$ cat src/rtl/mac_array_seq.sv
`default_nettype none
// ============================================================================
// Module   : mac_array_seq
// Brief    : Time-multiplexed multiply-accumulate stage. Accepts one vector of
//            N_IN signed activations and an N_IN x N_OUT signed weight matrix,
//            accumulates one input index per cycle into N_OUT full-precision
//            accumulators, then presents saturated (or wrapped) results
//            behind a valid/ready handshake.
// Revision : 1.0 - initial release
// ============================================================================
module mac_array_seq #(
  parameter int N_IN  = 4,   // activations per vector (>= 2)
  parameter int N_OUT = 2,   // output channels (>= 1)
  parameter int IN_W  = 15,  // signed activation width
  parameter int W_W   = 5,   // signed weight width
  parameter int OUT_W = 21,  // signed output width
  parameter int SAT   = 1    // 1 = clip to OUT_W, 0 = keep low OUT_W bits
) (
  input  logic                         clk,
  input  logic                         rst,
  input  logic                         in_valid,
  output logic                         in_ready,
  input  logic [N_IN*IN_W-1:0]         x_in,
  input  logic [N_IN*N_OUT*W_W-1:0]    w_in,
  output logic                         out_valid,
  input  logic                         out_ready,
  output logic [N_OUT*OUT_W-1:0]       out,
  output logic [N_OUT-1:0]             out_sat
);

  // Accumulator is wide enough to hold the sum of N_IN full products.
  localparam int ACC_W = IN_W + W_W + $clog2(N_IN);
  localparam int K_W   = $clog2(N_IN);

  localparam logic [K_W-1:0] K_LAST = K_W'(N_IN - 1);

  localparam logic [1:0] S_IDLE = 2'd0;
  localparam logic [1:0] S_CALC = 2'd1;
  localparam logic [1:0] S_DONE = 2'd2;

  logic [1:0]                      r_state;
  logic [K_W-1:0]                  r_k;
  logic [N_IN*IN_W-1:0]            r_x;
  logic [N_IN*N_OUT*W_W-1:0]       r_w;
  logic signed [ACC_W-1:0]         r_acc [N_OUT];
  logic [N_OUT*OUT_W-1:0]          r_out;
  logic [N_OUT-1:0]                r_out_sat;
  logic                            r_out_valid;

  logic                            w_accept;
  logic                            w_last;
  logic signed [IN_W-1:0]          w_x_cur;
  logic signed [ACC_W-1:0]         w_x_ext;
  logic signed [ACC_W-1:0]         w_sum [N_OUT];
  logic [N_OUT*OUT_W-1:0]          w_res;
  logic [N_OUT-1:0]                w_res_sat;

  // A new vector can enter when idle, or when the held result is being
  // consumed in this very cycle (back-to-back operation).
  assign in_ready = (r_state == S_IDLE) | ((r_state == S_DONE) & out_ready);
  assign w_accept = in_valid & in_ready;
  assign w_last   = (r_state == S_CALC) && (r_k == K_LAST);

  // Activation selected by the step counter, sign-extended to full width.
  assign w_x_cur = r_x[r_k*IN_W +: IN_W];
  assign w_x_ext = ACC_W'(w_x_cur);

  // Per-channel product, running sum and output conversion.
  for (genvar j = 0; j < N_OUT; j++) begin : g_ch
    logic signed [W_W-1:0]   w_wt_cur;
    logic signed [ACC_W-1:0] w_wt_ext;

    assign w_wt_cur = r_w[(r_k*N_OUT + j)*W_W +: W_W];
    assign w_wt_ext = ACC_W'(w_wt_cur);
    assign w_sum[j] = r_acc[j] + w_x_ext * w_wt_ext;

    if (ACC_W > OUT_W) begin : g_narrow
      if (SAT != 0) begin : g_sat
        // Value fits OUT_W only when every bit above the output sign bit
        // agrees with it; otherwise clip towards the accumulator's sign.
        logic [ACC_W-OUT_W:0] w_top;
        logic                 w_ovf;

        assign w_top = w_sum[j][ACC_W-1:OUT_W-1];
        assign w_ovf = ~((&w_top) | (~|w_top));
        assign w_res[j*OUT_W +: OUT_W] = w_ovf ?
            {w_sum[j][ACC_W-1], {(OUT_W-1){~w_sum[j][ACC_W-1]}}} :
            w_sum[j][OUT_W-1:0];
        assign w_res_sat[j] = w_ovf;
      end else begin : g_wrap
        assign w_res[j*OUT_W +: OUT_W] = w_sum[j][OUT_W-1:0];
        assign w_res_sat[j]            = 1'b0;
      end
    end else begin : g_wide
      // Output is at least as wide as the accumulator: nothing can clip.
      assign w_res[j*OUT_W +: OUT_W] = OUT_W'(w_sum[j]);
      assign w_res_sat[j]            = 1'b0;
    end
  end

  // Control: IDLE -> CALC on accept, CALC -> DONE after N_IN steps,
  // DONE -> IDLE/CALC when the downstream takes the result.
  always_ff @(posedge clk or posedge rst) begin
    if (rst) begin
      r_state     <= S_IDLE;
      r_k         <= '0;
      r_out_valid <= 1'b0;
    end else begin
      case (r_state)
        S_IDLE: begin
          if (w_accept) begin
            r_state <= S_CALC;
            r_k     <= '0;
          end
        end
        S_CALC: begin
          r_k <= r_k + K_W'(1);
          if (w_last) begin
            r_k         <= '0;
            r_out_valid <= 1'b1;
            r_state     <= S_DONE;
          end
        end
        S_DONE: begin
          if (out_ready) begin
            r_out_valid <= 1'b0;
            r_k         <= '0;
            r_state     <= in_valid ? S_CALC : S_IDLE;
          end
        end
        default: begin
          r_state     <= S_IDLE;
          r_k         <= '0;
          r_out_valid <= 1'b0;
        end
      endcase
    end
  end

  // Datapath: capture operands on accept, accumulate during CALC,
  // register converted results on the final step only.
  always_ff @(posedge clk or posedge rst) begin
    if (rst) begin
      r_x       <= '0;
      r_w       <= '0;
      r_out     <= '0;
      r_out_sat <= '0;
      for (int j = 0; j < N_OUT; j++) begin
        r_acc[j] <= '0;
      end
    end else begin
      if (w_accept) begin
        r_x <= x_in;
        r_w <= w_in;
        for (int j = 0; j < N_OUT; j++) begin
          r_acc[j] <= '0;
        end
      end else if (r_state == S_CALC) begin
        for (int j = 0; j < N_OUT; j++) begin
          r_acc[j] <= w_sum[j];
        end
        if (w_last) begin
          r_out     <= w_res;
          r_out_sat <= w_res_sat;
        end
      end
    end
  end

  assign out_valid = r_out_valid;
  assign out       = r_out;
  assign out_sat   = r_out_sat;

endmodule
`default_nettype wire

$ cat config.mk
export PLATFORM = sky130hd
export DESIGN_NAME = mac_array_seq
export DESIGN_NICKNAME = d
export VERILOG_FILES = /design/src/rtl/mac_array_seq.sv
export SDC_FILE = /design/constraint.sdc
export NUM_CORES = 1
export LEC_CHECK = 0
export ABC_AREA = 1
export CORE_ASPECT_RATIO = 1.75
export CORE_MARGIN = 10
export CORE_UTILIZATION = 40
export CTS_BUF_LIST = sky130_fd_sc_hd__clkbuf_16
export CTS_CLUSTER_SIZE = 16
export DETAILED_ROUTE_END_ITERATION = 7
export PLACE_DENSITY = 0.55
export RECOVER_POWER = 25
export SLEW_MARGIN = 20
export SYNTH_ARGS = -nofsm -noshare
export SYNTH_HDL_FRONTEND = slang
export SYNTH_SLANG_ARGS = --single-unit
$ cat constraint.sdc
create_clock -name clk -period 8.1 [get_ports clk]
set_input_delay 1.62 -clock clk [delete_from_list [all_inputs] [get_ports clk]]
set_output_delay 1.62 -clock clk [all_outputs]
set_load 0.01 [all_outputs]
==> results.ini, run 1 <==
[outcome]
status = finished with violations
violations = max-capacitance violations, max-slew violations

[clock_tree]
clock-sinks = 193
htreeDepth = 4
post_cts_buffers = 0
post_cts_resized = 0
clk_pin_slew_ps = 80
clkLatencyLatePin_ps = 480
cts_tree = yes
cts_hold_buffers = 0
cts_buffers = 17
cts_root_buffer = clkbuf_16
cts_buffer_depth = 2

[logic_synthesis]
synth_top_cell_by_area = dfrtp_1
async_reset_ff_frac = 1.00
mappedNetlistArea_um2 = 15400
synth_seq_area_share = 0.313
synth_seq_cells = 193
syn-num-nets = 2075
synth_area_leaders = dfrtp_1, fa_1, nand2_1
synth_top_area_share = 0.313
synth-edff-count = 0
synthCells = 1736
synth_common_cells = nand2_1, inv_1, dfrtp_1
synth.distinct_cells = 42
yosys.cell_count.top_type = nand2_1
avgSynthCellArea_um2 = 8.89
synth_flop_cell = dfrtp_1
yosys_warnings = 0

[floorplan]
die_area_um2 = 47200
start_util = 0.403
die_height_um = 280
io_pins = 150
num_rows = 95
die_w_um = 169
core_um2 = 38300

[critical_path]
cp_cell_sequence = inv_1, buf_4, a21oi_1, a32oi_1, inv_1, nor2_1, fa_1, fa_1, inv_1, fa_1, inv_1, ha_1, ha_1, a21oi_1, o21ai_0, a21oi_1, nand3_1, nand2_1, nand2_1, ha_1, nor2_2, inv_1, or2_1, nand3_1
worstPathRequired_ps = 8490
cpPeakStageDelay_ps = 670
critPathMaxFanout = 29
critPathTopFamily = adder cells
path_common_cell = inv_1
worst-path-buf-inv = 6
path_class = reg2reg
crit_arrival_ps = 7400
cp-start-kind = register
cp-end-kind = register
critPathSlowestCell = a32oi_1

[flow_run]
drv_cap = 3

[timing]
setup_violations = 0
finalSetupTns_ps = 0
worst_slew_pin_slew_ps = 3550
fmax_ghz = 0.143
whs_ps = 486
final_max_slew_viol_count = 170
period_share = 0.865
rsz0062_at_grt = false
fin_skew_ps = 19.8
relSlewSlack = -1.38
fin_crit_ps = 7010
hold_viol = 0

[drt]
routedWlPerCell_um = 18.5
dr.pass1.iters = 5
drcViolationCount = 0
vias = 12000
drt-initial-drc-count = 595
routed_wl_um = 43800
viasPerCell = 5.05
ant_nets = 0

[finish]
postLayoutCellArea_um2 = 18100
fill_cells = 3764
finalNetCount = 2210
diodes = 0
drive_gt1_frac = 0.128
syn_to_final_growth_pct = 17.0
seqCellArea_um2 = 4830
multiInputGateArea_um2 = 9260

[grt]
grt_max_degree = 79
grtUsageTotal = 0.188
grt_pass1_vias = 12900
grt_remaining_overflow = 0
antenna_found_initial = 0
grt_first_pass_wirelength_um = 70400

[placement]
dpl_cell_area_um2 = 17400
dp_hpwl_um = 35200
port_buffers = 149
place.gp.congestion = 0.902

[worst_hold_path]
min_path_type = reg2reg

==> cells in the final DEF (no fill, tap or decap), types with 5 or more instances in the layout <==
cell type	Yosys	routed
nand2_1	366	365
inv_1	277	276
dfrtp_1	193	192
nor2_1	149	149
clkdlybuf4s50_1	0	147
fa_1	142	142
ha_1	93	93
mux2_2	90	90
nand3_1	70	70
a21oi_1	68	68
o21ai_0	44	44
or2_2	28	28
a32oi_1	24	24
buf_4	1	23
a21oi_2	22	22
nand2_2	21	21
clkbuf_16	0	17
xor2_1	15	15
nand4_1	12	12
xnor2_1	9	9
inv_2	6	6
nor2_2	5	5
o21bai_1	5	5
nand3_2	5	5
a22o_1	5	5
clkinv_8	0	5
==> cell families (layout without fill, tap and decap cells) <==
logic type,after synthesis,count (layout),synth area share
mux,90,90,0.0656
xor+xnor,24,24,0.0136
buf+inv,342,490,0.0882
flops,193,193,0.313
fa+ha+maj,235,235,0.259
compound gates,180,180,0.0735
simple gates,672,672,0.187
==> worst paths after layout <==
| check | slack, ps | cells after the start | to | start |
|---|---|---|---|---|
| setup reg to reg | 1090 | 24 | out[6] | r_k[1] |
| setup / recovery | 1090 | 24 | out[6] | r_k[1] |
| min in group asynchronous | 2640 | 2 | r_w[18] | rst |
| hold reg to reg | 490 | 2 | out[20] | out[20] |
| max in group asynchronous | 1880 | 3 | out[9] | rst |
| hold / removal | 490 | 2 | out[20] | out[20] |
==> worst register-to-register path, cell delays in order, from the launching register on <==
cell and delay (ps):
dfrtp_1 400, inv_1 460, buf_4 410, a21oi_1 100, a32oi_1 670, inv_1 300
nor2_1 230, fa_1 460, fa_1 490, inv_1 50, fa_1 470, inv_1 40
ha_1 270, ha_1 340, a21oi_1 250, o21ai_0 150, a21oi_1 220, nand3_1 100
nand2_1 120, nand2_1 120, ha_1 390, nor2_2 420, inv_1 140, or2_1 250
nand3_1 80
==> stage by stage <==
step	setup slack [ps]	util	instances
final	1090	0.472	2369
after floorplan	1220	-	1736
after global routing	487	0.472	2369
after global placement	1260	0.456	2337
after CTS	1060	0.473	2369
after detailed placement	1090	0.456	2337
==> layout make-up <==
type,count,area share
clock inverter,15,0.0118
sequential,193,0.267
timing repair buffer,174,0.0925
multi-input combinational,1201,0.512
tap,485,0.0336
inverter,284,0.0591
clock buffer,17,0.0235
==> per-layer routing <==
layer	vias up	GRT usage	routed length, um
li1	5719	-	-
met1	5826	0.222	17900
met2	332	0.327	22400
met3	79	0.0289	1920
met4	0	0.0880	1530
met5	-	0	0
==> flip-flops by register name, summed over array words and instances, names as in the netlist <==
name,flops
r_k,2
r_w,40
out_valid,1
r_x,60
r_acc,44
out,42
r_state,2
out_sat,2
Power of run 1 is left out: the tool's default activity adds up to more than one toggle a clock period on the data nets, which glitch-free logic cannot reach.
==> inputs of run 2 (changes only) <==
--- a/config.mk
+++ b/config.mk
@@ -8,11 +8,11 @@
 export ABC_AREA = 1
 export CORE_ASPECT_RATIO = 1.75
 export CORE_MARGIN = 10
-export CORE_UTILIZATION = 40
+export CORE_UTILIZATION = 30
 export CTS_BUF_LIST = sky130_fd_sc_hd__clkbuf_16
-export CTS_CLUSTER_SIZE = 16
+export CTS_CLUSTER_SIZE = 8
 export DETAILED_ROUTE_END_ITERATION = 7
-export PLACE_DENSITY = 0.55
+export PLACE_DENSITY = 0.43
 export RECOVER_POWER = 25
 export SLEW_MARGIN = 20
 export SYNTH_ARGS = -nofsm -noshare
==> constraint.sdc (replaced) <==
create_clock -name clk -period 7.2 [get_ports clk]
set_input_delay 1.44 -clock clk [delete_from_list [all_inputs] [get_ports clk]]
set_output_delay 1.44 -clock clk [all_outputs]
set_load 0.01 [all_outputs]
==> run 2 against run 1 <==
Compared with the run above: the run still ends with max-capacitance violations, max-slew violations left; wire length grew 16%; count of clock-buffer cells in the layout is the same; hold slack lost 6.0 ps; non-clock buffer count grew 6; utilization shrank 11 points; first-iteration DRC count shrank 6.4%; fmax grew 8.7%; die area grew 30%.
==> results.ini, run 2 (synthesis results as in run 1) <==
[outcome]
status = finished with violations
violations = max-capacitance violations, max-slew violations

[placement]
dp_hpwl_um = 41000  ; +17%
port_buffers = 149  ; unchanged
dp.cells = 2530  ; +8.3%
place.gp.congestion = 0.870  ; -3.5%

[clock_tree]
cts_root_buffer = clkbuf_16
post_cts_resized = 0  ; unchanged
post_cts_buffers = 0  ; unchanged
cts_buffer_depth = 2  ; unchanged
clk_pin_slew_ps = 80  ; about the same
cts_hold_buffers = 0  ; unchanged
cts_tree = yes
cts_buffers = 17  ; unchanged
htreeDepth = 4  ; unchanged
clkLatencyLatePin_ps = 470  ; about the same
clock-sinks = 193  ; unchanged

[critical_path]
critPathMaxFanout = 16  ; -45%
cp-start-kind = register
path_class = reg2reg
crit_arrival_ps = 6830  ; -570 ps
cp-end-kind = register
critPathSlowestCell = fa_1
cpPeakStageDelay_ps = 570  ; -100 ps
worstPathRequired_ps = 7580  ; -910 ps
path_common_cell = inv_1

[finish]
syn_to_final_growth_pct = 18.6
largest_reg_flops = 60  ; unchanged
final_common_cell = nand2_1
multiInputGateArea_um2 = 9250  ; about the same
fill_cells = 5402  ; +44%
diodes = 0  ; unchanged
drive_gt1_frac = 0.131  ; +0.00224
top_register = r_x
finalNetCount = 2216  ; +0.27%
final_cell_mix = nand2_1, inv_1, dfrtp_1
fin_cells = 2562  ; +8.1%
seqCellArea_um2 = 4830  ; unchanged

[grt]
grt_first_pass_wirelength_um = 78900  ; +12%
grt_max_degree = 104  ; +32%
grt_pass1_vias = 13400  ; +4.1%
grtUsageTotal = 0.170  ; -0.0180
antenna_found_initial = 0  ; unchanged
grt_remaining_overflow = 0  ; unchanged

[floorplan]
core_um2 = 51200  ; +34%
die_area_um2 = 61300  ; +30%
io_pins = 150  ; unchanged
num_rows = 110  ; +16%
start_util = 0.302  ; -0.102
die_height_um = 320  ; +14%
die_w_um = 191  ; +14%

[timing]
rsz0062_at_grt = false
fin_crit_ps = 6450  ; -562 ps
finalSetupTns_ps = 0  ; unchanged
setup_violations = 0  ; unchanged
worst_slew_pin_slew_ps = 4020  ; +464 ps
fin_skew_ps = 22.5  ; +2.69 ps
final_max_slew_viol_count = 147  ; -14%
hold_viol = 0  ; unchanged
period_share = 0.895  ; +0.0301
fmax_ghz = 0.155  ; +8.7%
relSlewSlack = -1.68  ; -0.296

[drt]
drcViolationCount = 0  ; unchanged
drt-initial-drc-count = 557  ; -6.4%
routed_wl_um = 50600  ; +16%
dr.pass1.iters = 5  ; unchanged
routedWlPerCell_um = 19.8  ; +7.0%
viasPerCell = 4.67  ; -7.5%
vias = 12000  ; -0.017%
ant_nets = 0  ; unchanged

[flow_run]
drv_cap = 2  ; -1

[worst_hold_path]
min_path_type = reg2reg

-- run 2: path summary, 6_finish.rpt --
path | startpoint | end | slack, ps | cells past startpoint
worst min register to register | out[20] | out[20] | 480 | 2
worst min-delay path | out[20] | out[20] | 480 | 2
min in group asynchronous | rst | r_x[52] | 2910 | 2
worst max-delay path | r_k[1] | out[6] | 750 | 26
max in group asynchronous | rst | r_k[0] | 1930 | 3
worst max register to register | r_k[1] | out[6] | 750 | 26
-- run 2: worst max-delay path: cells and delay by family, from the launching register on --
family / cells / cell delay, ps
buffers and inverters: 9 / 1430
adder cells (fa/ha/maj): 6 / 2590
AO/OA/AOI/OAI: 2 / 340
flip-flops: 1 / 400
AND/OR/NAND/NOR: 9 / 1610
-- run 2: area by class of cell --
class / count / share of cell area
Sequential cell: 193 / 0.264
Clock buffer: 17 / 0.0232
Clock inverter: 15 / 0.00936
Tap cell: 672 / 0.0459
Inverter: 284 / 0.0582
Timing Repair Buffer: 180 / 0.0940
Multi-Input combinational cell: 1201 / 0.505
-- run 2: per-layer routing --
layer / vias up / track usage / wire, um
li1: 5744 / - / -
met1: 5940 / 0.174 / 18600
met2: 196 / 0.331 / 28600
met3: 74 / 0.0224 / 1280
met4: 0 / 0.0754 / 2110
met5: - / 0 / 0
-- run 2: metrics by stage --
stage	util	hold slack (ps)	setup WS (ps)	area [um^2]
2_1_floorplan	-	448	504	15400
3_3_place_gp	0.346	463	739	17700
3_5_place_dp	0.346	470	693	17700
4_1_cts	0.358	489	650	18300
5_1_grt	0.358	502	192	18300
6_report	0.358	480	753	18300
Power of run 2 is left out for the same reason.
==> variant (config.mk and constraints of run 1) <==
Change the parameter `SAT` from 1 to 0.
--- a/src/rtl/mac_array_seq.sv
+++ b/src/rtl/mac_array_seq.sv
@@ -14,7 +14,7 @@
   parameter int IN_W  = 15,  // signed activation width
   parameter int W_W   = 5,   // signed weight width
   parameter int OUT_W = 21,  // signed output width
-  parameter int SAT   = 1    // 1 = clip to OUT_W, 0 = keep low OUT_W bits
+  parameter int SAT   = 0    // 1 = clip to OUT_W, 0 = keep low OUT_W bits
 ) (
   input  logic                         clk,
   input  logic                         rst,
Function: no difference found for any inputs over 4 cycles, from zero or initial values and one cycle with rst high; that may be too few to reach the edited logic, so the function may still have changed.
==> variant against run 1 <==
- the run still ends with capacitance limit, slew limit left
- synthesized cell count fell by 5.2%
- clock skew fell by 0.0037 ns
- sequential cell count fell by 4
- design area fell by 4.1%
- worst setup slack improved by 0.92 ns
- synthesized area fell by 3.1%
- die area fell by 2.8%
- routed wire length fell by 0.22%
Power is left out: the tool's default activity adds up to more than one toggle a clock period on the data nets, which glitch-free logic cannot reach.
==> variant: results (changes against run 1) <==
metric;value;unit;change
drive_above_1_share;0.105;;-0.0239
max_stage_delay;0.76;ns;+0.09 ns
tightest_slew;2.81;ns;-0.748 ns
dr.first_iter.drc_count;567;;-4.7%
post-place-ws;2.04;ns;+0.943 ns
place_congestion;0.921;;+2.1%
wire_per_inst;19.4;microns;+4.9%
drv_slew;63;;-63%
grt_pass1_wl;69.3;mm;-1.5%
cp_slowest_cell;inv_2;;
r2r-end;out[20]$_DFFE_PP0P_;;
hpwlAfterDp;34.5;mm;-1.9%
vias;11300;;-5.8%
ys_seq_area_frac;0.316;;+0.00346
fillers;3554;;-5.6%
io_buffer_count;147;;-1.3%
nets;2093;;-5.3%
ff2ff_path_depth;21;;-13%
violations;capacitance limit, slew limit;;
track_usage;0.194;;+0.00542
yosys-top-cells-count;nand2_1 (382), inv_1 (243), dfrtp_1 (189), nor2_1 (158), fa_1 (136);;
synth-compound-area-share;0.0786;;+0.00506
synth-xor-area-share;0.00644;;-0.00717
synth_fa_ha_area_frac;0.255;;-0.00463
hp-start;out[5]$_DFFE_PP0P_;;
status;finished with violations;;
drv_cap;1;;-2
-- variant: cell count changes after synthesis, sizes merged, moves of 5 or more --
cell    delta
clkbuf     -7
xor2      -13
o22ai      +8
a21oi     -21
fa         -6
or2       -25
inv       -15
nand4      -6
nand3b     +5
ha         -6
-- variant: how the worst max path moves through the flow --
stage,end,slack [ns],cells after the start
final,out[20]$_DFFE_PP0P_,2.01,21
after global routing,out[20]$_DFFE_PP0P_,1.72,21
after CTS,out[20]$_DFFE_PP0P_,2.01,21
after detailed placement,out[20]$_DFFE_PP0P_,2.04,21
after global placement,out[20]$_DFFE_PP0P_,2.08,21
after floorplan,out[0]$_DFFE_PP0P_,1.34,1
-- variant: cell families after synthesis --
kind of cell / after synthesis
simple gates: 653
buf+inv: 324
fa+ha+maj: 223
flops: 189
compound gates: 158
mux: 87
xor+xnor: 11
other cells: 1
-- variant: layout make-up --
class	instances	share of cell area
sequential	189	0.273
clock buffer	17	0.0245
multi-input combinational	1134	0.510
tap	475	0.0343
clock inverter	15	0.0108
timing repair buffer	155	0.0882
inverter	269	0.0588
-- variant: critical path, delay by kind of cell, from the launching register on --
kind | cells | cell delay, ns
simple gates | 6 | 0.75
fa+ha+maj | 5 | 2.24
buf+inv | 6 | 1.33
flops | 1 | 0.42
compound gates | 4 | 1.26
-- variant: metrics by stage --
step	std cells	area (sq um)
after global placement	2222	16700
final	2254	17300
after floorplan	1647	15000
after CTS	2254	17300
after detailed placement	2222	16700
after global routing	2254	17300
-- variant: per-layer routing --
layer	GRT usage	wire length, microns	share of wire	up-vias
met5	0	0	0	-
met4	0.0667	1150	0.026	0
met3	0.0256	1120	0.026	51
met2	0.371	24200	0.56	202
met1	0.214	17200	0.39	5613
li1	-	-	-	5394
